==> config.mk <==
export PLATFORM = sky130hd
export DESIGN_NAME = cpu_bus_write_ctrl
export DESIGN_NICKNAME = d
export VERILOG_FILES = /design/src/rtl/cpu_bus_write_ctrl.sv
export SDC_FILE = /design/constraint.sdc
export NUM_CORES = 1
export LEC_CHECK = 0
export ABC_AREA = 1
export ABC_CLOCK_PERIOD_IN_PS = 1800
export BUFFER_PORTS_ARGS = -buffer_cell sky130_fd_sc_hd__clkbuf_2
export CAP_MARGIN = 25
export CORE_AREA = 4 4 99 101
export DETAILED_ROUTE_END_ITERATION = 10
export DIE_AREA = 0 0 103 105
export PLACE_DENSITY = 0.73
export SYNTH_ARGS = -nofsm -noshare
export SYNTH_HDL_FRONTEND = slang
export SYNTH_SLANG_ARGS = --single-unit
==> constraint.sdc <==
create_clock -name BUS_CLK -period 1.8 [get_ports BUS_CLK]
set_clock_uncertainty 0.1 [all_clocks]
set_input_delay 0.36 -clock BUS_CLK [delete_from_list [all_inputs] [get_ports BUS_CLK]]
set_output_delay 0.36 -clock BUS_CLK [all_outputs]
set_load 0.005 [all_outputs]
==> src/rtl/cpu_bus_write_ctrl.sv <==
// Registers the raw CPU bus and turns each sufficiently long write strobe into exactly one
// single-cycle bank write, a controller-register update, a write count and a short-strobe flag.
module cpu_bus_write_ctrl #(
  parameter int unsigned STABLE_CYCLES = 2,
  parameter logic [13:0] CTRL_ADDR     = 14'h0
) (
  input  logic        BUS_CLK,
  input  logic        RST_N,
  input  logic        EN,
  input  logic        WE,
  input  logic [1:0]  BRAM_SELECT,
  input  logic [13:0] BRAM_ADDR,
  input  logic [15:0] DATA_IN,
  output logic [3:0]  WR_EN,
  output logic [13:0] WR_ADDR,
  output logic [15:0] WR_DATA,
  output logic [14:0] CTRL_REG,
  output logic [15:0] WR_COUNT,
  output logic        ERR_SHORT
);

  typedef enum logic [1:0] {IDLE, COUNT, ISSUE, HOLD} state_t;

  localparam logic [3:0] CNT_MAX = 4'(STABLE_CYCLES);

  logic        en_q, we_q;
  logic [1:0]  sel_q;
  logic [13:0] addr_q;
  logic [15:0] data_q;

  state_t      state_q;
  logic [3:0]  cnt_q;
  logic [3:0]  wr_en_q;
  logic [13:0] wr_addr_q;
  logic [15:0] wr_data_q;
  logic [14:0] ctrl_q;
  logic [15:0] wr_count_q;
  logic        err_q;

  logic        act;
  logic        is_ctrl;
  logic [3:0]  bank_hit;

  always_ff @(posedge BUS_CLK or negedge RST_N) begin
    if (!RST_N) begin
      en_q   <= 1'b0;
      we_q   <= 1'b0;
      sel_q  <= '0;
      addr_q <= '0;
      data_q <= '0;
    end else begin
      en_q   <= EN;
      we_q   <= WE;
      sel_q  <= BRAM_SELECT;
      addr_q <= BRAM_ADDR;
      data_q <= DATA_IN;
    end
  end

  assign act     = en_q & we_q;
  assign is_ctrl = (sel_q == 2'd0) && (addr_q == CTRL_ADDR);

  for (genvar gi = 0; gi < 4; gi++) begin : g_bank_dec
    assign bank_hit[gi] = (sel_q == 2'(gi));
  end

  // Outputs are registered on entry to ISSUE so they are visible for exactly that cycle.
  always_ff @(posedge BUS_CLK or negedge RST_N) begin
    if (!RST_N) begin
      state_q    <= IDLE;
      cnt_q      <= '0;
      wr_en_q    <= '0;
      wr_addr_q  <= '0;
      wr_data_q  <= '0;
      ctrl_q     <= '0;
      wr_count_q <= '0;
      err_q      <= 1'b0;
    end else begin
      wr_en_q <= '0;
      case (state_q)
        IDLE: begin
          if (act) begin
            state_q <= COUNT;
            cnt_q   <= 4'd1;
          end
        end
        COUNT: begin
          if (!act) begin
            state_q <= IDLE;
            err_q   <= 1'b1;
          end else if (cnt_q == CNT_MAX) begin
            state_q    <= ISSUE;
            wr_addr_q  <= addr_q;
            wr_data_q  <= data_q;
            wr_count_q <= wr_count_q + 16'd1;
            if (is_ctrl) begin
              ctrl_q <= data_q[14:0];
              if (data_q[15]) err_q <= 1'b0;
            end else begin
              wr_en_q <= bank_hit;
            end
          end else begin
            cnt_q <= cnt_q + 4'd1;
          end
        end
        ISSUE: state_q <= HOLD;
        HOLD: begin
          // Only a release of the strobe re-arms the controller.
          if (!act) state_q <= IDLE;
        end
        default: state_q <= IDLE;
      endcase
    end
  end

  assign WR_EN     = wr_en_q;
  assign WR_ADDR   = wr_addr_q;
  assign WR_DATA   = wr_data_q;
  assign CTRL_REG  = ctrl_q;
  assign WR_COUNT  = wr_count_q;
  assign ERR_SHORT = err_q;

endmodule
# Word-level counts from Yosys, hierarchy flattened
# Index checks and enable logic that the tools add are counted.
totals:
  output_inout_bits: 66
  regBits: 106
  word_cells: 58
op_classes:
  muxes: 17
  eq_ne: 15
  n_bitwise: 1
  reduce_logical: 10
  add_sub_neg: 2
ops:
  columns: ["cell", "n"]
  rows:
  - ["2-to-1 mux 4 bit", 7]
  - ["adder 16 x 1 -> 16 bit (second input constant)", 1]
  - ["zero test 14 bit", 1]
  - ["AND reduction 4 bit", 3]
  - ["!= test 2 bit (second input constant)", 5]
  - ["equality test 2 bit (second input constant)", 4]
  - ["2-to-1 mux 2 bit", 4]
  - ["case mux 2 bit (4 select lines)", 1]
  - ["case mux 4 bit (2 select lines)", 1]
  - ["AND reduction 3 bit", 2]
  - ["adder 4 x 1 -> 4 bit (second input constant)", 1]
  - ["equality test 2 x 1 -> 1 bit (second input constant)", 2]
  - ["equality test 4 x 2 -> 1 bit (second input constant)", 1]
  - ["zero test 2 bit", 2]
  - ["2-to-1 mux 1 bit", 4]
  - ["!= test 2 x 1 -> 1 bit (second input constant)", 2]
  - ["!= test 3 bit (second input constant)", 1]
  - ["nonzero test 2 bit", 1]
  - ["bitwise AND 1 bit", 1]
  - ["logical AND 1 bit", 1]

# Longest topological paths before layout
# Gate-level depths: netlist of run 1.
depth:
  word_depth: 6
  mapped_depth: 9

# Least setup slack after synthesis of run 1
# OpenSTA, ideal clock, no wires.
synth_timing:
  path_type: "register to register"
  from: "reg cnt_q[0]"
  to: "reg ctrl_q[10], in the netlist CTRL_REG[10]"
  synth_period_minus_slack_ns: 1.470
  setup_time_ns: 0.117
  setup_slack_ns: 0.330
  path_stages_with_launch: 9
  path_buffers: 1
  required_time_ns: 1.583
  t_arrival_ns: 1.253
  cell_sequence: "dfrtp_1 > inv_1 > ha_1 > nand2_1 > nor2_4 > buf_6 > nand4_4 > nand2_1 > nand2_1"
synth_via:
  elab_chain_cells: 2
synth_lines:
  columns: ["item", "line_no", "source"]
  rows:
  - ["start, declared", "32", "logic [3:0] cnt_q;"]
  - ["start signal, assigned", "103", "cnt_q <= cnt_q + 4'd1;"]
  - ["equality test 4 x 2 -> 1 bit", "91", "end else if (cnt_q == CNT_MAX) begin"]
  - ["AND reduction 4 bit (no source line)", null, null]
  - ["end signal, assigned", "97", "ctrl_q <= data_q[14:0];"]
  - ["end, declared", "36", "logic [14:0] ctrl_q;"]
# Every way passes these cells.
# A chain may end at the register's enable or synchronous reset.

# Final worst setup path of run 1
layout_timing:
  from: "reg cnt_q[0]"
  to: "reg ctrl_q[11], in the netlist CTRL_REG[11]"
# The elaborated chain is that of the path after synthesis.

==> impl_metrics.csv, run 1 <==
group,metric,value,unit
critical_path,worstPathRequired,2010,ps
clock_network,clockBufferDepth,2,
critical_path,path_buf_inv,3,
critical_path,arrival,1900,ps
global_routing,top_usage_layer,"met2",
synthesis,ys_warn_count,0,
clock_network,clkLatencyLatePin,370,ps
floorplanning,die_h,105,um
routing,drt-pass1-iter-count,4,
critical_path,cp-endpoint,"CTRL_REG[11]",
placement,port-buffer-count,101,
critical_path,slowest_delay,430,ps
synthesis,avgSynthCellArea,9.77,um^2
clock_network,cts_tree,"built",
hold_path,min_from,"sel_q[0]",
timing,hold_viol,0,
clock_network,clock-sinks,106,
final_layout,drive_gt1_share,25.0,%
critical_path,cpLargestDelayFamily,"simple AND/OR/NAND/NOR gates",
timing,timing.fmax,592,MHz
floorplanning,die_area,10800,um^2
clock_network,cts_made_buffers,9,
floorplanning,io_pins,102,
global_routing,grt_util_met3,4.94,%
synthesis,ys_seq_elements,106,
critical_path,cp_common_cell,"nand2_1",
power,finalPower,0.00535,W
timing,whs,360,ps
floorplanning,fp.coreArea,9020,um^2
global_routing,grt_max_degree,42,
clock_network,root_buffer,"clkbuf_8",
run,cap_violations,0,
routing,drt_iter0_drc,112,
critical_path,startpoint_type,"flip-flop",
synthesis,synth_cells,418,
global_routing,grt_usage,18.1,%
final_layout,syn2layout_area_growth,30.8,%
global_routing,met1_usage,23.5,%
critical_path,cp.depth,8,
critical_path,ff2ff_path_depth,8,
timing,worst_slew_pin_slew,471,ps
final_layout,antenna_cells,0,
timing,fin_ws,110,ps
global_routing,antenna_found_initial,0,
placement,dp_hpwl,6340,um
routing,ant_nets,0,
clock_network,cts_htree_levels,3,
global_routing,grt_pass1_wl,15200,um
critical_path,crit_fanout,21,
critical_path,timing.rr.start,"cnt_q[0]",
critical_path,r2r_end,"CTRL_REG[11]",
power,p_per_area,1000,nW/um^2
critical_path,cp_cell_sequence,"inv_1, ha_1, nand2_1, nor2_4, buf_12, buf_4, nand3_1, nand2_1",
routing,num_vias,3238,
synthesis,yosysSeqAreaShare,64.9,%
placement,place_area,4740,um^2
global_routing,grt_pass1_vias,3232,
synthesis,synth_nets,457,
placement,gp_congestion,0.840,
floorplanning,fp.dieW,103,um
outcome,status,"completed",
critical_path,r2r_slack,110,ps
power,power.static_leakage,2.91,nW
clock_network,cts-resized-gates,0,
routing,drc,0,
timing,max_slew_margin,68.6,%
global_routing,globalRouteMet2Util,29.1,%
synthesis,yosys.cell_types.count,22,
critical_path,crit_type,"reg2reg",
floorplanning,initial_utilization,45.3,%
final_layout,final_area,5350,um^2
routing,wl_per_cell,13.1,um
placement,place_ws,28.5,ps
clock_network,clk_pin_slew,100,ps
final_layout,finalNetCount,606,
synthesis,syn_area,4090,um^2
routing,totalWireLength,8970,um
critical_path,crit_start,"cnt_q[0]",
timing,finalCritPeriodShare,93.9,%
routing,vias_per_cell,4.74,
power,peakVddDrop,0.462,mV
floorplanning,rows,35,
hold_path,min_path_type,"reg2reg",
critical_path,cp-end-kind,"flip-flop",
final_layout,n_fill_cell,748,
critical_path,crit_slowest_cell,"dfrtp_1",
timing,min_period,1690,ps
timing,drv_slew,0,
timing,setup_viol,0,
global_routing,gr-total-overflow,0,
==> metal layers <==
layer  wire [um]  vias up  share of wire (%)
met1        3830     1545                 43
met4         114        0                1.3
li1            -     1585                  -
met5           0        -                  0
met3         616       11                6.9
met2        4410       97                 49
==> worst min-delay path by stage <==
stage | end | depth (start not counted) | slack, ps
2_1_floorplan | CTRL_REG[0] | 0 | -40
3_3_place_gp | WR_COUNT[0] | 1 | 240
3_5_place_dp | WR_COUNT[0] | 1 | 240
4_1_cts | addr_q[13] | 1 | 2
5_1_grt | WR_EN[2] | 1 | 390
6_report | WR_EN[2] | 1 | 360
==> through the flow <==
step | cells | utilization (%) | setup TNS [ps]
global route | 683 | 59.3 | -10.2
detailed placement | 630 | 52.6 | 0
CTS | 679 | 58.7 | 0
global placement | 630 | 52.6 | 0
finish | 683 | 59.3 | 0
floorplan | 418 | - | 0
==> layout by cell type (no fill, tap or decap), drive strengths merged, types with 5 or more instances in the layout <==
cell,Yosys,layout
nor2,35,35
buf,9,12
nand2,182,182
clkbuf,0,110
nand4,5,5
nand3,17,17
xor2,9,9
dlygate4sd3,0,35
inv,26,28
o21ai,17,17
dfrtp,106,106
==> cells by family after synthesis <==
| kind of cell | after synthesis | synth area share (%) |
|---|---|---|
| buf+inv | 35 | 4.10 |
| xor+xnor | 12 | 2.57 |
| fa+ha+maj | 3 | 0.919 |
| compound gates | 20 | 2.45 |
| flops | 106 | 64.9 |
| simple gates | 242 | 25.0 |
==> synth_stat cells (all sizes together) <==
| library cell | count | area (um^2) |
|---|---|---|
| nor3 | 3 | 15.0 |
| nand3 | 17 | 85.1 |
| buf | 9 | 70.1 |
| o21ai | 17 | 85.1 |
| inv | 26 | 97.6 |
| nand4 | 5 | 46.3 |
| nor2 | 35 | 178 |
| nand2 | 182 | 698 |
| a21oi | 3 | 15.0 |
| dfrtp | 106 | 2650 |
| xor2 | 9 | 78.8 |
| xnor2 | 3 | 26.3 |
| ha | 3 | 37.5 |
==> cell type report <==
class	instances	area, um^2	area share, %
sequential	106	2650	49.6
multi-input combinational	277	1260	23.7
timing repair buffer	147	966	18.1
tap	111	139	2.60
clock buffer	10	128	2.39
clock inverter	6	97.6	1.83
inverter	26	97.6	1.83
==> registers in the layout, indices dropped and copies added (netlist names), 2 cells and up, named ones only <==
register  flops
CTRL_REG     15
cnt_q         4
WR_COUNT     16
WR_DATA      16
WR_ADDR      14
WR_EN         4
sel_q         2
data_q       16
addr_q       14
==> where the power goes <==
part	switching (W)	internal [W]	total, W
registers	0.000211	0.00269	0.00290
clock network	0.000815	0.000804	0.00162
logic	0.000421	0.000405	0.000826
total	0.00145	0.00390	0.00535
==> what timing repair did <==
item / CTS / global route
cloned: 0 / 0
endpoints found under the setup margin: 1 / 29
hold buffers: 33 / 2
buffers inserted: 0 / 2
endpoints found under the hold margin: 64 / 2
pin swaps: 1 / 1
Power figures use the tool's default switching activity.
==> inputs of run 2 (changes only) <==
--- a/config.mk
+++ b/config.mk
@@ -9,10 +9,12 @@
 export ABC_CLOCK_PERIOD_IN_PS = 1800
 export BUFFER_PORTS_ARGS = -buffer_cell sky130_fd_sc_hd__clkbuf_2
 export CAP_MARGIN = 25
-export CORE_AREA = 4 4 99 101
+export CELL_PAD_IN_SITES_DETAIL_PLACEMENT = 1
+export CELL_PAD_IN_SITES_GLOBAL_PLACEMENT = 1
+export CORE_AREA = 4 4 107 109
 export DETAILED_ROUTE_END_ITERATION = 10
-export DIE_AREA = 0 0 103 105
-export PLACE_DENSITY = 0.73
+export DIE_AREA = 0 0 111 113
+export PLACE_DENSITY = 0.8
 export SYNTH_ARGS = -nofsm -noshare
 export SYNTH_HDL_FRONTEND = slang
 export SYNTH_SLANG_ARGS = --single-unit
==> run 2 against run 1 <==
Critical path type unchanged. Highest routed layer unchanged. Largest power group unchanged. Sequential share of layout area is 0.23 points lower. Wire length is 21% higher. Die area is 16% higher. Worst setup slack worse by 29 ps. Count of clock-buffer cells in the layout is 1 higher. Global-route usage is 0.11 points lower. Register-to-register slack worse by 30 ps. Critical endpoint is now WR_ADDR[8]. First-iteration DRC count is 7.1% higher.
==> impl_metrics.csv, run 2 (synthesis gave the netlist of run 1 again) <==
group,metric,value,unit
timing,drv_slew,0,
routing,totalWireLength,10800,um
placement,place_ws,68.4,ps
critical_path,r2r_slack,80,ps
timing,worst_slew_pin_slew,396,ps
critical_path,worstPathRequired,1940,ps
clock_network,root_buffer,"clkbuf_8",
critical_path,cp_common_cell,"nand2_1",
critical_path,arrival,1860,ps
hold_path,hold_depth,1,
clock_network,clk_pin_slew,90,ps
floorplanning,fp.dieW,111,um
timing,setup_viol,0,
power,pwr-share-seq,56.8,%
clock_network,cts_htree_levels,3,
run,cap_violations,0,
final_layout,mostFrequentLayoutCells,"177 x nand2_1, 106 x dfrtp_1, 100 x clkbuf_2, 34 x dlygate4sd3_1, 27 x nor2_1",
floorplanning,rows,38,
clock_network,clockBufferDepth,2,
critical_path,startpoint_type,"flip-flop",
power,internal_power,0.00363,W
power,p_per_area,951,nW/um^2
clock_network,clkLatencyLatePin,360,ps
power,swShare,28.9,%
final_layout,drive_gt1_share,25.9,%
floorplanning,die_area,12500,um^2
outcome,status,"completed",
placement,dp_hpwl,7620,um
critical_path,timing.rr.start,"cnt_q[0]",
final_layout,finalNetCount,610,
critical_path,slowest_delay,420,ps
clock_network,cts_tree,"built",
timing,hold_viol,0,
timing,timing.fmax,582,MHz
routing,drt-pass1-iter-count,4,
floorplanning,fp.coreArea,10600,um^2
critical_path,crit_fanout,14,
final_layout,final_common_cell,"nand2_1",
critical_path,ff2ff_path_depth,8,
power,clkPwrFrac,25.1,%
hold_path,min_from,"BRAM_ADDR[4]",
global_routing,grt_usage,17.9,%
global_routing,grt_pass1_wl,18100,um
timing,max_slew_margin,73.5,%
clock_network,clock-sinks,106,
timing,finalCritPeriodShare,95.5,%
global_routing,gr-total-overflow,0,
routing,vias_per_cell,4.65,
final_layout,antenna_cells,0,
global_routing,antenna_found_initial,0,
routing,num_vias,3332,
routing,wl_per_cell,15.1,um
power,p_comb_share,18.2,%
final_layout,syn2layout_area_growth,31.5,%
timing,setup_tns,0,ps
power,power.static_leakage,2.92,nW
timing,min_period,1720,ps
placement,gp_congestion,0.802,
placement,port-buffer-count,101,
critical_path,crit_type,"reg2reg",
routing,drt_iter0_drc,120,
power,power_switching,0.00147,W
floorplanning,initial_utilization,38.5,%
critical_path,r2r_end,"WR_ADDR[8]",
hold_path,min_path_type,"in2reg",
global_routing,grt_max_degree,47,
global_routing,grt_pass1_vias,3687,
critical_path,crit_slowest_cell,"dfrtp_1",
critical_path,cp-end-kind,"flip-flop",
floorplanning,io_pins,102,
clock_network,cts_made_buffers,9,
routing,drc,0,
critical_path,cp_cell_sequence,"inv_1, ha_1, nand2_1, nor2_1, nand2_4, buf_4, nand2_1, nand2_1",
timing,fin_ws,80.6,ps
routing,ant_nets,0,
floorplanning,die_h,113,um
power,peakVddDrop,0.393,mV
hold_path,whs_endpoint,"addr_q[4]",
final_layout,n_fill_cell,1240,
==> run 2: changes by cell type in the layout (fill, tap and decap cells not counted), sizes merged, moves of 2 or more <==
cell / before / now
buf: 12 / 16
inv: 28 / 26
clkinv: 2 / 4
bufinv: 2 / 0
==> run 2: critical path, delay by kind of cell (launching register included) <==
| kind | cells | cell delay, ps |
|---|---|---|
| simple gates | 5 | 560 |
| flops | 1 | 420 |
| buf+inv | 2 | 310 |
| fa+ha+maj | 1 | 210 |
==> run 2: power groups by stage <==
stage | Sequential [W] | Combinational, W | Clock (W)
2_1_floorplan | 0.00293 | 0.000347 | 0
3_3_place_gp | 0.00291 | 0.000783 | 0
3_5_place_dp | 0.00294 | 0.000826 | 0
4_1_cts | 0.00290 | 0.000890 | 0.00134
5_1_grt | 0.00294 | 0.00106 | 0.00143
6_report | 0.00290 | 0.000929 | 0.00128
==> run 2: how the worst max path moves through the flow <==
stage | end | startpoint | slack [ps]
global route | CTRL_REG[8] | cnt_q[0] | -30
finish | WR_ADDR[8] | cnt_q[0] | 80
detailed placement | WR_COUNT[5] | cnt_q[0] | 70
floorplan | CTRL_REG[10] | cnt_q[0] | 330
CTS | WR_COUNT[5] | cnt_q[0] | 70
global placement | WR_COUNT[8] | cnt_q[0] | 190
==> run 2: area by class of cell <==
class	count	area, um^2	area share (%)
clock buffers	11	131	2.45
flip-flops and latches	106	2650	49.4
well taps	140	175	3.26
multi-input cells	278	1290	24.1
repair buffers	150	990	18.4
inverters	26	97.6	1.82
clock inverters	5	31.3	0.582
==> run 2: metrics by stage <==
step / total power, W / utilization [%] / area, um^2 / hold slack, ps / cells
after floorplan: 0.00327 / - / 4090 / -35.6 / 418
after global routing: 0.00543 / 50.6 / 5370 / 16.5 / 716
after detailed placement: 0.00377 / 45.3 / 4800 / 182 / 660
after global placement: 0.00370 / 45.3 / 4800 / 179 / 660
final: 0.00511 / 50.6 / 5370 / 36.5 / 716
after CTS: 0.00512 / 50.0 / 5300 / 10.8 / 710
==> run 2: what timing repair did <==
action | in CTS | in global routing
endpoints found under the setup margin | 0 | 34
buffers inserted | 0 | 5
hold buffers | 34 | 0
gates resized for setup | 0 | 7
endpoints found under the hold margin | 54 | 0
==> run 2: per-layer routing <==
layer | vias to the layer above | routed length (um) | GRT usage (%)
li1 | 1593 | - | -
met1 | 1659 | 4650 | 22.4
met2 | 68 | 5610 | 31.6
met3 | 12 | 435 | 3.32
met4 | 0 | 148 | 6.08
met5 | - | 0 | 0
==> inputs of run 3 (changes only) <==
--- a/config.mk
+++ b/config.mk
@@ -15,6 +15,7 @@
 export DETAILED_ROUTE_END_ITERATION = 10
 export DIE_AREA = 0 0 111 113
 export PLACE_DENSITY = 0.8
+export SETUP_SLACK_MARGIN = 0.5
 export SYNTH_ARGS = -nofsm -noshare
 export SYNTH_HDL_FRONTEND = slang
 export SYNTH_SLANG_ARGS = --single-unit
==> run 3 against run 2 <==
Critical endpoint is now CTRL_REG[14]. Wire length grew 21%. Combinational power up 59%. Utilization rose by 9.2 points. Largest cell class unchanged. Global-route usage increased by 2.0 points.
==> impl_metrics.csv, run 3 (synthesis gave the netlist of run 1 again) <==
group,metric,value,unit
clock_network,cts_made_buffers,9,
timing,setup_tns,0,ps
final_layout,antenna_cells,0,
floorplanning,die_area,12500,um^2
placement,dp_hpwl,7490,um
critical_path,cp_common_cell,"nand2_1",
critical_path,crit_slowest_cell,"dfrtp_1",
critical_path,worstPathRequired,1960,ps
timing,hold_viol,0,
timing,drv_slew,0,
clock_network,clkLatencyLatePin,370,ps
critical_path,arrival,1790,ps
routing,num_vias,3663,
final_layout,mostFrequentLayoutCells,"162 x nand2_1, 101 x dfrtp_1, 99 x clkbuf_2, 72 x buf_4, 35 x dlygate4sd3_1",
critical_path,slowest_delay,430,ps
power,finalPower,0.00596,W
floorplanning,fp.coreArea,10600,um^2
clock_network,clock-sinks,106,
clock_network,clk_pin_slew,100,ps
placement,dp_cells,658,
routing,vias_per_cell,4.63,
critical_path,path_buf_inv,1,
clock_network,cts_htree_levels,3,
timing,timing.fmax,616,MHz
critical_path,cp.depth,7,
clock_network,clockBufferDepth,2,
critical_path,crit_fanout,5,
critical_path,cp_cell_sequence,"nor2_1, nand2_1, nor2_4, buf_4, nand4_4, nand2_1, nand2_1",
routing,totalWireLength,13200,um
timing,grt_setup_unrepaired,"yes",
global_routing,grt_pass1_wl,19900,um
power,power.static_leakage,3.40,nW
hold_path,min_path_type,"in2async",
placement,place_area,4820,um^2
routing,ant_nets,0,
global_routing,grt_max_degree,40,
timing,worst_slew_pin_slew,460,ps
global_routing,antenna_found_initial,0,
final_layout,final_common_cell,"nand2_1",
floorplanning,rows,38,
power,p_per_area,940,nW/um^2
critical_path,crit_type,"reg2reg",
critical_path,ff2ff_path_depth,7,
critical_path,startpoint_type,"flip-flop",
floorplanning,io_pins,102,
global_routing,gr-total-overflow,0,
routing,drc,0,
clock_network,cts_tree,"built",
global_routing,grt_pass1_vias,3929,
floorplanning,die_h,113,um
run,cap_violations,0,
final_layout,syn2layout_area_growth,55.3,%
floorplanning,fp.dieW,111,um
clock_network,root_buffer,"clkbuf_8",
final_layout,drive_gt1_share,41.0,%
timing,min_period,1620,ps
routing,drt-pass1-iter-count,4,
timing,setup_viol,0,
final_layout,finalNetCount,685,
placement,gp_congestion,0.785,
timing,finalCritPeriodShare,90.2,%
floorplanning,initial_utilization,38.5,%
global_routing,grt_usage,20.0,%
outcome,status,"completed",
final_layout,final_area,6340,um^2
placement,port-buffer-count,101,
power,peakVddDrop,0.525,mV
critical_path,cpLargestDelayFamily,"simple AND/OR/NAND/NOR gates",
routing,drt_iter0_drc,107,
routing,wl_per_cell,16.6,um
final_layout,instances_no_fill,791,
critical_path,cp-end-kind,"flip-flop",
timing,max_slew_margin,69.3,%
-- run 3: cell type report --
| cell class | instances | area [um^2] |
|---|---|---|
| Fill cell | 1217 | 4260 |
| Sequential cell | 106 | 2660 |
| Timing Repair Buffer | 224 | 1680 |
| Multi-Input combinational cell | 279 | 1520 |
| Tap cell | 140 | 175 |
| Clock buffer | 11 | 151 |
| Inverter | 26 | 97.6 |
| Clock inverter | 5 | 60.1 |
-- run 3: timing repair --
item / 4_1_cts / 5_1_grt
setup buffers: 42 / 36
endpoints found under the setup margin: 137 / 138
pin swaps: 16 / 18
gates cloned: 3 / 1
endpoints found under the hold margin: 62 / 1
hold buffers: 34 / 1
gates resized for setup: 33 / 44
-- run 3: final timing paths --
kind | slack (ps) | end | start
min | 370 | WR_COUNT[5] | RST_N
max reg2reg | 180 | CTRL_REG[14] | addr_q[3]
min in group BUS_CLK | 380 | CTRL_REG[2] | data_q[2]
max in group asynchronous | 650 | cnt_q[3] | RST_N
max | 180 | CTRL_REG[14] | addr_q[3]
min reg2reg | 380 | CTRL_REG[2] | data_q[2]
-- run 3: worst register-to-register path, stage by stage, from the launching register on --
cell     delay, ps
dfrtp_1        430
nor2_1         160
nand2_1        130
nor2_4         220
buf_4          170
nand4_4        150
nand2_1        110
nand2_1         60
-- run 3: per-layer routing --
metal | up-vias | wire (um) | global-route usage, %
li1 | 1750 | - | -
met1 | 1820 | 5260 | 23.5
met5 | - | 0 | 0
met3 | 16 | 537 | 5.19
met4 | 0 | 236 | 6.16
met2 | 77 | 7120 | 36.0
-- run 3: power by group --
part / switching (W) / internal, W / leakage [nW]
combinational: 0.000664 / 0.000816 / 1.92
clock: 0.000829 / 0.000728 / 0.106
sequential: 0.000232 / 0.00269 / 1.38
-- run 3: stage by stage --
step / setup WS (ps) / hold slack [ps] / util, %
3_3_place_gp: 152 / 230 / 45.4
6_report: 177 / 372 / 59.8
5_1_grt: 75.1 / 403 / 59.8
2_1_floorplan: 342 / -35.6 / -
3_5_place_dp: 54.4 / 238 / 45.4
4_1_cts: 217 / 4.10 / 55.3
